## src/rtl/load_hazard_pipe_if.sv

```systemverilog
// Bundle between the EX/MEM/WB pipeline registers and the decode-stage forwarding logic.
// The LOAD_HAZARD_STATS_EN macro adds the stall_cycles statistics signal.
interface load_hazard_pipe_if;
  logic        ex_valid;
  logic [4:0]  ex_dest;
  logic        ex_regwrite;
  logic        ex_memread;
  logic [31:0] ex_result;
  logic [31:0] mem_load_data;
  logic        flush;
  logic [31:0] id_instruction;

  logic [4:0]  destMEM;
  logic        regWriteMEM;
  logic [31:0] ALURESULTMEM;
  logic [4:0]  destWB;
  logic        regWriteWB;
  logic [31:0] ALURESULTWB;
  logic        stall_id;
  logic        bubble_ex;
  logic        stall_err;
`ifdef LOAD_HAZARD_STATS_EN
  logic [31:0] stall_cycles;

  modport master (
    output ex_valid, ex_dest, ex_regwrite, ex_memread, ex_result,
           mem_load_data, flush, id_instruction,
    input  destMEM, regWriteMEM, ALURESULTMEM, destWB, regWriteWB, ALURESULTWB,
           stall_id, bubble_ex, stall_err, stall_cycles
  );
  modport slave (
    input  ex_valid, ex_dest, ex_regwrite, ex_memread, ex_result,
           mem_load_data, flush, id_instruction,
    output destMEM, regWriteMEM, ALURESULTMEM, destWB, regWriteWB, ALURESULTWB,
           stall_id, bubble_ex, stall_err, stall_cycles
  );
`else
  modport master (
    output ex_valid, ex_dest, ex_regwrite, ex_memread, ex_result,
           mem_load_data, flush, id_instruction,
    input  destMEM, regWriteMEM, ALURESULTMEM, destWB, regWriteWB, ALURESULTWB,
           stall_id, bubble_ex, stall_err
  );
  modport slave (
    input  ex_valid, ex_dest, ex_regwrite, ex_memread, ex_result,
           mem_load_data, flush, id_instruction,
    output destMEM, regWriteMEM, ALURESULTMEM, destWB, regWriteWB, ALURESULTWB,
           stall_id, bubble_ex, stall_err
  );
`endif
endinterface

```

## src/rtl/load_hazard_pipe.sv

```systemverilog
// Producer side of operand forwarding: MEM/WB result slots plus load-use stall detection.
// Optional LOAD_HAZARD_STATS_EN adds a saturating stall-cycle counter.
module load_hazard_pipe #(
  parameter int MAX_STALL = 4
) (
  input logic               Clk,
  input logic               Rst,
  load_hazard_pipe_if.slave bus
);
  localparam logic [0:0]  ST_RUN  = 1'b0;
  localparam logic [0:0]  ST_WAIT = 1'b1;
  localparam logic [31:0] MAX_STALL_U = 32'(MAX_STALL);

  logic        slot_valid;
  logic [4:0]  mem_dest, wb_dest;
  logic        mem_regwrite, mem_memread, wb_regwrite;
  logic [31:0] mem_result, wb_result;

  assign slot_valid = bus.ex_valid & ~bus.flush;

  // Slots advance every cycle; a stall only inserts a bubble behind them.
  always_ff @(posedge Clk or posedge Rst) begin
    if (Rst) begin
      mem_dest     <= '0;
      mem_regwrite <= 1'b0;
      mem_memread  <= 1'b0;
      mem_result   <= '0;
      wb_dest      <= '0;
      wb_regwrite  <= 1'b0;
      wb_result    <= '0;
    end else begin
      // NOTE: non-blocking assignments let the WB slot read the old MEM slot in the same edge.
      mem_dest     <= bus.ex_dest;
      mem_regwrite <= bus.ex_regwrite & slot_valid & (bus.ex_dest != 5'd0);
      mem_memread  <= bus.ex_memread & slot_valid;
      mem_result   <= bus.ex_result;
      wb_dest      <= mem_dest;
      wb_regwrite  <= mem_regwrite;
      wb_result    <= mem_memread ? bus.mem_load_data : mem_result;
    end
  end

  logic [5:0] op;
  logic [4:0] rs, rt;
  logic       read_rs, read_rt;
  logic       ex_pending, mem_pending, hazard;
  logic       unused_id_bits;

  assign op             = bus.id_instruction[31:26];
  assign rs             = bus.id_instruction[25:21];
  assign rt             = bus.id_instruction[20:16];
  assign unused_id_bits = ^bus.id_instruction[15:0];
  assign read_rs = !(op inside {6'b000010, 6'b000011, 6'b001111});
  assign read_rt = op inside {6'b000000, 6'b011100, 6'b101011, 6'b101000,
                              6'b101001, 6'b000100, 6'b000101};

  function automatic logic reads_reg(input logic [4:0] dest, input logic [4:0] s,
                                     input logic [4:0] t, input logic use_s,
                                     input logic use_t);
    return (dest != 5'd0) && ((use_s && s == dest) || (use_t && t == dest));
  endfunction

  assign ex_pending  = slot_valid & bus.ex_memread & bus.ex_regwrite &
                       reads_reg(bus.ex_dest, rs, rt, read_rs, read_rt);
  assign mem_pending = mem_memread & mem_regwrite &
                       reads_reg(mem_dest, rs, rt, read_rs, read_rt);
  // Gated by Rst so the stall drops the instant reset asserts.
  assign hazard      = ~Rst & (ex_pending | mem_pending);

  logic [0:0] state, state_nxt;
  logic [2:0] run_cnt, run_cnt_nxt;
  logic       stall_err_q;

  always_comb begin
    // NOTE: defaults first so every path assigns every output and no latch is inferred.
    state_nxt   = state;
    run_cnt_nxt = run_cnt;
    case (state)
      ST_RUN: begin
        if (hazard) begin
          state_nxt   = ST_WAIT;
          run_cnt_nxt = 3'd1;
        end else begin
          run_cnt_nxt = 3'd0;
        end
      end
      ST_WAIT: begin
        if (hazard) begin
          if (run_cnt != 3'd7) run_cnt_nxt = run_cnt + 3'd1;
        end else begin
          state_nxt   = ST_RUN;
          run_cnt_nxt = 3'd0;
        end
      end
      default: begin
        state_nxt   = ST_RUN;
        run_cnt_nxt = 3'd0;
      end
    endcase
  end

  always_ff @(posedge Clk or posedge Rst) begin
    if (Rst) begin
      state       <= ST_RUN;
      run_cnt     <= 3'd0;
      stall_err_q <= 1'b0;
    end else begin
      state       <= state_nxt;
      run_cnt     <= run_cnt_nxt;
      stall_err_q <= stall_err_q | (32'(run_cnt_nxt) > MAX_STALL_U);
    end
  end

`ifdef LOAD_HAZARD_STATS_EN
  logic [31:0] stall_cnt;

  always_ff @(posedge Clk or posedge Rst) begin
    if (Rst)                              stall_cnt <= '0;
    else if (hazard && stall_cnt != '1)   stall_cnt <= stall_cnt + 32'd1;
  end

  assign bus.stall_cycles = stall_cnt;
`endif

  assign bus.destMEM      = mem_dest;
  assign bus.regWriteMEM  = mem_regwrite;
  assign bus.ALURESULTMEM = mem_result;
  assign bus.destWB       = wb_dest;
  assign bus.regWriteWB   = wb_regwrite;
  assign bus.ALURESULTWB  = wb_result;
  assign bus.stall_id     = hazard;
  assign bus.bubble_ex    = hazard;
  assign bus.stall_err    = stall_err_q;
endmodule

```

## src/flat_wrapper.sv

```systemverilog
// flat-port wrapper written by rule: the top's interface ports become plain ports
module load_hazard_pipe_flat 
#(
  parameter int MAX_STALL = 4
)
  (Clk, Rst, bus_ex_valid, bus_ex_dest, bus_ex_regwrite, bus_ex_memread, bus_ex_result, bus_mem_load_data, bus_flush, bus_id_instruction, bus_destMEM, bus_regWriteMEM, bus_ALURESULTMEM, bus_destWB, bus_regWriteWB, bus_ALURESULTWB, bus_stall_id, bus_bubble_ex, bus_stall_err);
  load_hazard_pipe_if bus_i ();
  input logic Clk;
  input logic Rst;
  input wire logic [$bits(bus_i.ex_valid)-1:0] bus_ex_valid;
  input wire logic [$bits(bus_i.ex_dest)-1:0] bus_ex_dest;
  input wire logic [$bits(bus_i.ex_regwrite)-1:0] bus_ex_regwrite;
  input wire logic [$bits(bus_i.ex_memread)-1:0] bus_ex_memread;
  input wire logic [$bits(bus_i.ex_result)-1:0] bus_ex_result;
  input wire logic [$bits(bus_i.mem_load_data)-1:0] bus_mem_load_data;
  input wire logic [$bits(bus_i.flush)-1:0] bus_flush;
  input wire logic [$bits(bus_i.id_instruction)-1:0] bus_id_instruction;
  output wire logic [$bits(bus_i.destMEM)-1:0] bus_destMEM;
  output wire logic [$bits(bus_i.regWriteMEM)-1:0] bus_regWriteMEM;
  output wire logic [$bits(bus_i.ALURESULTMEM)-1:0] bus_ALURESULTMEM;
  output wire logic [$bits(bus_i.destWB)-1:0] bus_destWB;
  output wire logic [$bits(bus_i.regWriteWB)-1:0] bus_regWriteWB;
  output wire logic [$bits(bus_i.ALURESULTWB)-1:0] bus_ALURESULTWB;
  output wire logic [$bits(bus_i.stall_id)-1:0] bus_stall_id;
  output wire logic [$bits(bus_i.bubble_ex)-1:0] bus_bubble_ex;
  output wire logic [$bits(bus_i.stall_err)-1:0] bus_stall_err;
  assign bus_i.ex_valid = bus_ex_valid;
  assign bus_i.ex_dest = bus_ex_dest;
  assign bus_i.ex_regwrite = bus_ex_regwrite;
  assign bus_i.ex_memread = bus_ex_memread;
  assign bus_i.ex_result = bus_ex_result;
  assign bus_i.mem_load_data = bus_mem_load_data;
  assign bus_i.flush = bus_flush;
  assign bus_i.id_instruction = bus_id_instruction;
  assign bus_destMEM = bus_i.destMEM;
  assign bus_regWriteMEM = bus_i.regWriteMEM;
  assign bus_ALURESULTMEM = bus_i.ALURESULTMEM;
  assign bus_destWB = bus_i.destWB;
  assign bus_regWriteWB = bus_i.regWriteWB;
  assign bus_ALURESULTWB = bus_i.ALURESULTWB;
  assign bus_stall_id = bus_i.stall_id;
  assign bus_bubble_ex = bus_i.bubble_ex;
  assign bus_stall_err = bus_i.stall_err;
  load_hazard_pipe #(.MAX_STALL(MAX_STALL)) u_core (.Clk(Clk), .Rst(Rst), .bus(bus_i));
endmodule
```

## config.mk

```make
export PLATFORM = sky130hd
export DESIGN_NAME = load_hazard_pipe_flat
export DESIGN_NICKNAME = d
export VERILOG_FILES = /design/src/rtl/load_hazard_pipe_if.sv /design/src/rtl/load_hazard_pipe.sv /design/src/flat_wrapper.sv
export SDC_FILE = /design/constraint.sdc
export NUM_CORES = 1
export LEC_CHECK = 0
export CAP_MARGIN = 10
export CORE_MARGIN = 1
export CORE_UTILIZATION = 30
export DETAILED_ROUTE_END_ITERATION = 12
export HOLD_SLACK_MARGIN = 0.03
export PLACE_DENSITY = 0.68
export SLEW_MARGIN = 25
export SYNTH_ARGS = -nofsm -noshare
export SYNTH_HDL_FRONTEND = slang
export SYNTH_SLANG_ARGS = --single-unit
```

## constraint.sdc

```tcl
create_clock -name Clk -period 6.98 [get_ports Clk]
set_input_delay 2.094 -clock Clk [delete_from_list [all_inputs] [get_ports Clk]]
set_output_delay 2.094 -clock Clk [all_outputs]
set_load 0.01 [all_outputs]
```

* Word-level counts from Yosys, hierarchy flattened
Cells that the tools add are included.
** Word-level totals
- Input bits :: 107
- Output and inout port bits :: 79
- Flip-flop bits (word level) :: 82
** Operators by class
- $lt $le $gt $ge :: 1
- Reduce and logical (&&, ||, !) cells :: 14
- Equal/unequal tests :: 14
- Multiplexer cells :: 6
- Bitwise logic cells :: 14
- Add/subtract/negate cells :: 1
** Operator list (count)
- $mux 32 :: 1
- $eq 5x5->1 :: 4
- $eq 6x6->1 const B :: 3
- $eq 6x2->1 const B :: 2
- $eq 6x3->1 const B :: 2
- $reduce_bool 5->1 :: 2
- $and 1x1->1 :: 9
- $reduce_bool 7->1 :: 1
- $eq 6x4->1 const B :: 1
- $eq 6x5->1 const B :: 1
- $logic_and 1x1->1 :: 6
- $logic_not 6->1 :: 1
- $mux 3 :: 2
- $pmux 3 s2 :: 1
- $add 3x1->3 const B :: 1
- $gt 3x3->1 const B :: 1
- $ne 3x3->1 const B :: 1
- $not 1->1 :: 3
- $reduce_bool 3->1 :: 1
- $logic_or 1x1->1 :: 2
- $mux 1 :: 2
- $or 1x1->1 :: 2
- $logic_not 1->1 :: 1

* Longest topological paths before layout
- Depth in word-level cells :: 13
- Mapped depth :: 6
- Gate-level depth less buffers :: 6

* Least setup slack after synthesis
Ideal clock, no wire load.
- Path type :: input port to output port
- Start :: input port bus_ex_dest[0]
- End :: output port bus_stall_id
- Setup slack :: 1515 ps
- Stages :: 6
- Data arrival time :: 3371 ps
- Cells stage by stage :: or4_4 > o211ai_4 > nor4_2 > o21ai_2 > a21oi_1 > buf_4
** On the way
- Word-level cells in the longest chain between the ends :: 7
- Elaborated cells on any way between the ends :: 10
** Ends and longest elaborated chain
- start, declared :: line flat_wrapper.sv:11 : input wire logic [$bits(bus_i.ex_dest)-1:0] bus_ex_dest;
- $eq 5x5->1 :: line load_hazard_pipe.sv:60 : return (dest != 5'd0) && ((use_s && s == dest) || (use_t && t == dest));
- $logic_and 1x1->1 :: line load_hazard_pipe.sv:60
- $logic_or 1x1->1 :: line load_hazard_pipe.sv:60
- $logic_and 1x1->1 * :: line load_hazard_pipe.sv:60
- $and 1x1->1 * :: line load_hazard_pipe.sv:63 : assign ex_pending = slot_valid & bus.ex_memread & bus.ex_regwrite &
- $or 1x1->1 * :: line load_hazard_pipe.sv:68 : assign hazard = ~Rst & (ex_pending | mem_pending);
- $and 1x1->1 * :: line load_hazard_pipe.sv:68
- end, declared :: line flat_wrapper.sv:24 : output wire logic [$bits(bus_i.stall_id)-1:0] bus_stall_id;
Mark *: on every way between the ends. The rest lies on a longest branch, timed or not.

* Worst setup path in the final report
- Start :: input port bus_ex_dest[0]
- End :: output port bus_bubble_ex
** On the way
- Word-level cells in the longest chain between the ends :: 7
- Elaborated cells on any way between the ends :: 10
** Ends and longest elaborated chain
- $eq 5x5->1 :: line load_hazard_pipe.sv:60
- $logic_and 1x1->1 :: line load_hazard_pipe.sv:60
- $logic_or 1x1->1 :: line load_hazard_pipe.sv:60
- $logic_and 1x1->1 * :: line load_hazard_pipe.sv:60
- $and 1x1->1 * :: line load_hazard_pipe.sv:63
- $or 1x1->1 * :: line load_hazard_pipe.sv:68
- $and 1x1->1 * :: line load_hazard_pipe.sv:68
- end, declared :: line flat_wrapper.sv:25 : output wire logic [$bits(bus_i.bubble_ex)-1:0] bus_bubble_ex;
Marks and branches as above.

==> results.txt <==
core area = 9420 um^2
largest net degree at the start of global routing = 58
worst min path class = flip-flop to flip-flop
post-synthesis simple-gate area fraction = 6.06%
busiest grt layer = met2
Critical Path Most Common Cell = clkdlybuf4s50_1
DRT Pass-1 Iters = 4
leading area contributor after synthesis = dfrtp_1
Worst Setup End Kind = output pin
first-pass GRT wire length = 11.3 mm
Seq cells post-synth = 82
routing usage on met2 = 26.2%
layout cell share with drive strength beyond 1 = 16.8%
Layout area overhead = 68.6%
Crit path max-delay family = buffers and inverters
Overflow after GRT = 0
P_leak = 0.00201 uW
worst-margin pin slew = 709 ps
die height = 102 um
mux cell area share after synthesis = 12.1%
Initial DRC Count = 22
RSZ-0062 raised after global routing = no
Final min period = 6410 ps
Syn. warnings = 0
status = finished clean
Final Hold Fails = 0
worst relative slew slack = 52.8%
worst endpoint data arrival time = 4320 ps
Mapped Cells = 188
xor/xnor share of the synthesized area = 6.18%
n_diodes = 0
max-slew violations = 0
nets = 473
Yosys cell types = 31
Buffers on Ports = 169
largest family of logic cells by synthesized area = multiplexers
Residual DRC = 0
# rows = 35
max cap viols = 0
DR WL/cell = 15.1 um
critical path required time = 4890 ps
top-area cell type share of the netlist area = 69.0%
Worst Path Buf+Inv = 2
CTS buffer count = 9
clk buf depth = 2
die area = 10300 um^2
Initial Util = 31.6%
synthesized net count = 296
Post-CTS Setup Bufs = 0
TritonCTS Sinks = 82
complex-gate fraction of the synthesized area = 5.09%
CP max FO = 4
CP Launch Type = input port
Post-Synth Adder-Cell Area = 0.421%
Root Buffer = clkbuf_8
TNS Setup = 0 ps
met3 usage = 4.90%
fmax = 156 MHz
period utilization = 91.9%
Placer Congestion = 0.742
Resize count post-CTS = 0
final setup vio count = 0
ranking of synthesized cells by area = dfrtp_1 69%, mux2_2 12%, xnor2_1 3.8%, xor2_1 2.4%, nor4_2 1.7%
Layout Skew = 10.7 ps
htree depth = 3
Final ANT Viol Nets = 0
area occupied by multi-input gates = 888 um^2
peak supply drop = 0.0842 mV
Mapped Avg Cell Area = 15.8 um^2
slowest cell on the critical path = or4_4
insertion delay to the later sink of the worst-skew pair = 340 ps
Die X = 102 um
Critical Path, Cell by Cell = clkdlybuf4s50_1, or4_4, o211ai_4, nor4_2, o21ai_2, a21oi_1, clkdlybuf4s50_1
Detail Placement HPWL = 5.76 mm
number of global-route vias before repair = 2266
met1 usage = 17.0%
post-route setup slack = 567 ps
Clk pin slew, worst setup/hold paths = 90 ps
initial antenna violation count = 0
Post-Syn Area = 2980 um^2
sequential-to-total area share from yosys stat = 69.0%
filler cell count = 844
Crit path largest cell delay = 610 ps
dpl ws = 556 ps
DRT Wirelength = 7.54 mm
Vias = 2171
PwrDens = 202 nW/um^2
Overall Global Routing Usage = 14.9%
I/O pin count = 186
hold_buf cts = 0
vias per cell = 4.35
critical path class = input port to output pin
Seq. cell area = 2050 um^2
CTS tree = yes
[report_power, final]
group | switching, uW | total [uW] | internal (uW)
registers | 11.3 | 512 | 500
logic | 59.3 | 167 | 108
clock network | 194 | 334 | 139
[stage by stage]
stage          area (um^2)  utilization [%]  instances  power [uW]  hold slack, ps
2_1_floorplan         2980                -        188         572             431
4_1_cts               5020             53.3        499        1030             482
3_5_place_dp          4820             51.2        483         691             463
3_3_place_gp          4820             51.2        483         688             451
6_report              5020             53.3        499        1010             470
5_1_grt               5020             53.3        499        1060             488
[synth_stat cells]
cell,instances
or4_1,1
nand3b_1,1
xor2_1,8
inv_1,3
mux2_2,32
nand2_1,3
o2111ai_1,3
and4b_1,1
o211ai_2,1
ha_1,1
xnor2_1,13
and3b_2,1
a221oi_1,2
clkbuf_1,3
nand3_1,7
o21ai_0,2
o21ai_2,2
a211oi_1,2
nor4_2,4
nand2b_1,1
buf_2,1
o31ai_2,1
o32ai_1,1
nor3b_1,1
a21oi_1,2
or4_4,1
nor3_1,1
buf_4,1
nor2_1,5
dfrtp_1,82
o211ai_4,1
[registers in the layout, summed over array words and instances (netlist names)]
register	flops
u_core.bus.ALURESULTMEM	32
u_core.bus.ALURESULTWB	32
u_core.bus.destMEM	5
u_core.bus.destWB	5
u_core.run_cnt	3
u_core.bus.regWriteMEM	1
u_core.bus.regWriteWB	1
u_core.bus.stall_err	1
u_core.mem_memread	1
u_core.state	1
[worst paths after layout]
check / from / end / slack, ps / cells past startpoint
max: bus_ex_dest[0] / bus_bubble_ex / 570 / 7
min: u_core.bus.regWriteMEM$_DFF_PP0_ / u_core.bus.regWriteWB$_DFF_PP0_ / 470 / 0
max reg2reg: u_core.mem_memread$_DFF_PP0_ / u_core.run_cnt[0]$_DFF_PP0_ / 5050 / 5
min reg2reg: u_core.bus.regWriteMEM$_DFF_PP0_ / u_core.bus.regWriteWB$_DFF_PP0_ / 470 / 0
max in group asynchronous: Rst / u_core.bus.ALURESULTWB[7]$_DFF_PP0_ / 3780 / 3
min in group asynchronous: Rst / u_core.state$_DFF_PP0_ / 2120 / 2
[cell families (layout without fill, tap and decap cells)]
family	Yosys count	in the layout
flops	82	82
mux	32	32
simple gates	27	27
xor+xnor	21	21
compound gates	17	17
buf+inv	8	190
fa+ha+maj	1	1
[per-layer routing]
metal,vias to the layer above,routed length (um)
li1,1017,-
met1,1052,3050
met2,96,3900
met3,6,519
met4,0,67
met5,-,0
[cell type report]
type,instances,share of cell area [%]
inverters,3,0.249
clock inverters,7,1.45
clock buffers,9,2.47
flip-flops and latches,82,40.9
multi-input cells,98,17.7
well taps,129,3.22
repair buffers,171,34.0
[layout by cell type (no fill, tap or decap), types with 2 or more instances in the layout]
cell type,netlist,routed
clkinvlp_4,0,3
o21ai_0,2,2
dfrtp_1,82,82
clkbuf_8,0,9
nand2_1,3,3
xor2_1,8,8
clkdlybuf4s50_1,0,169
inv_8,0,3
nor4_2,4,4
a211oi_1,2,2
nand3_1,7,7
o2111ai_1,3,3
a221oi_1,2,2
o21ai_2,2,2
mux2_2,32,32
nor2_1,5,5
a21oi_1,2,2
inv_1,3,2
buf_4,1,2
xnor2_1,13,13
No activity file was read; power rests on OpenSTA's default activity.
==> patch, RTL diff (config.mk and constraints unchanged) <==
Take the reset off `mem_result` and load it in a clocked block of its own.
--- a/src/rtl/load_hazard_pipe.sv
+++ b/src/rtl/load_hazard_pipe.sv
@@ -25,5 +25,4 @@
       mem_regwrite <= 1'b0;
       mem_memread  <= 1'b0;
-      mem_result   <= '0;
       wb_dest      <= '0;
       wb_regwrite  <= 1'b0;
@@ -34,9 +33,12 @@
       mem_regwrite <= bus.ex_regwrite & slot_valid & (bus.ex_dest != 5'd0);
       mem_memread  <= bus.ex_memread & slot_valid;
-      mem_result   <= bus.ex_result;
       wb_dest      <= mem_dest;
       wb_regwrite  <= mem_regwrite;
       wb_result    <= mem_memread ? bus.mem_load_data : mem_result;
     end
+  end
+
+  always_ff @(posedge Clk) begin
+    mem_result <= bus.ex_result;
   end
 
Function: changed (a bounded check fails within 4 cycles, from zero or initial values and one cycle with Rst high).
==> patch against the original RTL <==
  * Setup slack worse by 0.021 ns
  * Critical path depth unchanged
  * Sequential share of layout area down 1.8 points
  * Final cell count down 4.2%
  * Area after synthesis down 5.4%
  * Register-to-register slack better by 0.08 ns
  * Final area down 3.5%
  * Total power up 2.6%
  * Wire length down 5.6%
  * Utilization up 1.2 points
  * Sequential cell count unchanged
  * Critical endpoint unchanged
  * Highest routed layer unchanged
==> patch: results (changes against the original RTL) <==
Status
  – Result of the run: finished clean

Power
  – Leakage Power: 1.93 nW (-4.2%)
  – Highest ir drop seen on vdd: 0.000135 V (+60%)

Detailed routing
  – DR pass1 iterations: 6 (+2)
  – Final Routed Wirelength: 7120 um (-5.6%)
  – Length of routed wiring on met1: 2860 um (-6.3%)
  – Routed met2 length: 3540 um (-9.4%)

GRT
  – Global router's overall resource usage: 0.151 (+0.00200)
  – Met1 Track Usage GR: 0.172 (+0.00174)
  – Via count of the first global-routing pass: 2368 (+4.5%)
  – Pin count of the biggest net entering global routing: 51 (-12%)
  – GRT met2 Usage: 0.255 (-0.00698)
  – First-pass GRT wire length: 11400 um (+0.49%)

Synth
  – Leading post-synthesis cells by instance count: 50 x dfrtp_1, 32 x dfxtp_1, 32 x mux2_2, 13 x xnor2_1, 8 x xor2_1
  – Mux cell area share after synthesis: 0.128 (+0.00689)
  – Most area-consuming cells after synthesis: dfrtp_1 44%, dfxtp_1 23%, mux2_2 13%, xnor2_1 4.0%, xor2_1 2.5%
  – Register area share after synthesis: 0.672 (-0.0177)
  – Adder-cell share of the synthesized area: 0.00444 (+0.000239)
  – Unique masters post-synth: 32 (+3.2%)
  – Post-Synth XOR/XNOR Area: 0.0653 (+0.00352)

STA
  – Slew @ Worst Pin: 0.642 ns (-0.0665 ns)
  – Worst clock skew: 0.0155 ns (+0.00478 ns)
  – Slack of the critical path: 0.546 ns (-0.0206 ns)

Placement
  – Placer's final routability congestion estimate: 0.810 (+9.2%)
  – Placement Setup Slack: 0.520 ns (-0.0360 ns)

Worst setup path
  – Capture point of the worst reg-to-reg path: u_core.state
==> patch: cell count changes after synthesis <==
cell     unedited run  this run
dfrtp_1            82        50
dfxtp_1             0        32
==> patch: per-stage QoR <==
stage | hold WS [ns] | cells | utilization | cell area [sq um]
after detailed placement | 0.431 | 462 | 0.521 | 4630
after global placement | 0.429 | 462 | 0.521 | 4630
after floorplan | 0.431 | 188 | - | 2820
final | 0.459 | 478 | 0.545 | 4840
after CTS | 0.467 | 478 | 0.545 | 4840
after global routing | 0.490 | 478 | 0.545 | 4840
==> patch: power by group <==
part	leakage [nW]	internal, mW	total (mW)	switching [mW]
sequential	0.870	0.498	0.510	0.0114
combinational	0.951	0.108	0.164	0.0559
clock	0.108	0.202	0.365	0.163
total	1.93	0.808	1.04	0.231
==> patch: area by class of cell <==
cell class              instances  area, sq um
multi-input cells              98          888
clock inverters                 5         78.8
fillers                       752         4050
well taps                     108          135
inverters                       3         11.3
repair buffers                171         1710
clock buffers                  11          131
flip-flops and latches         82         1890
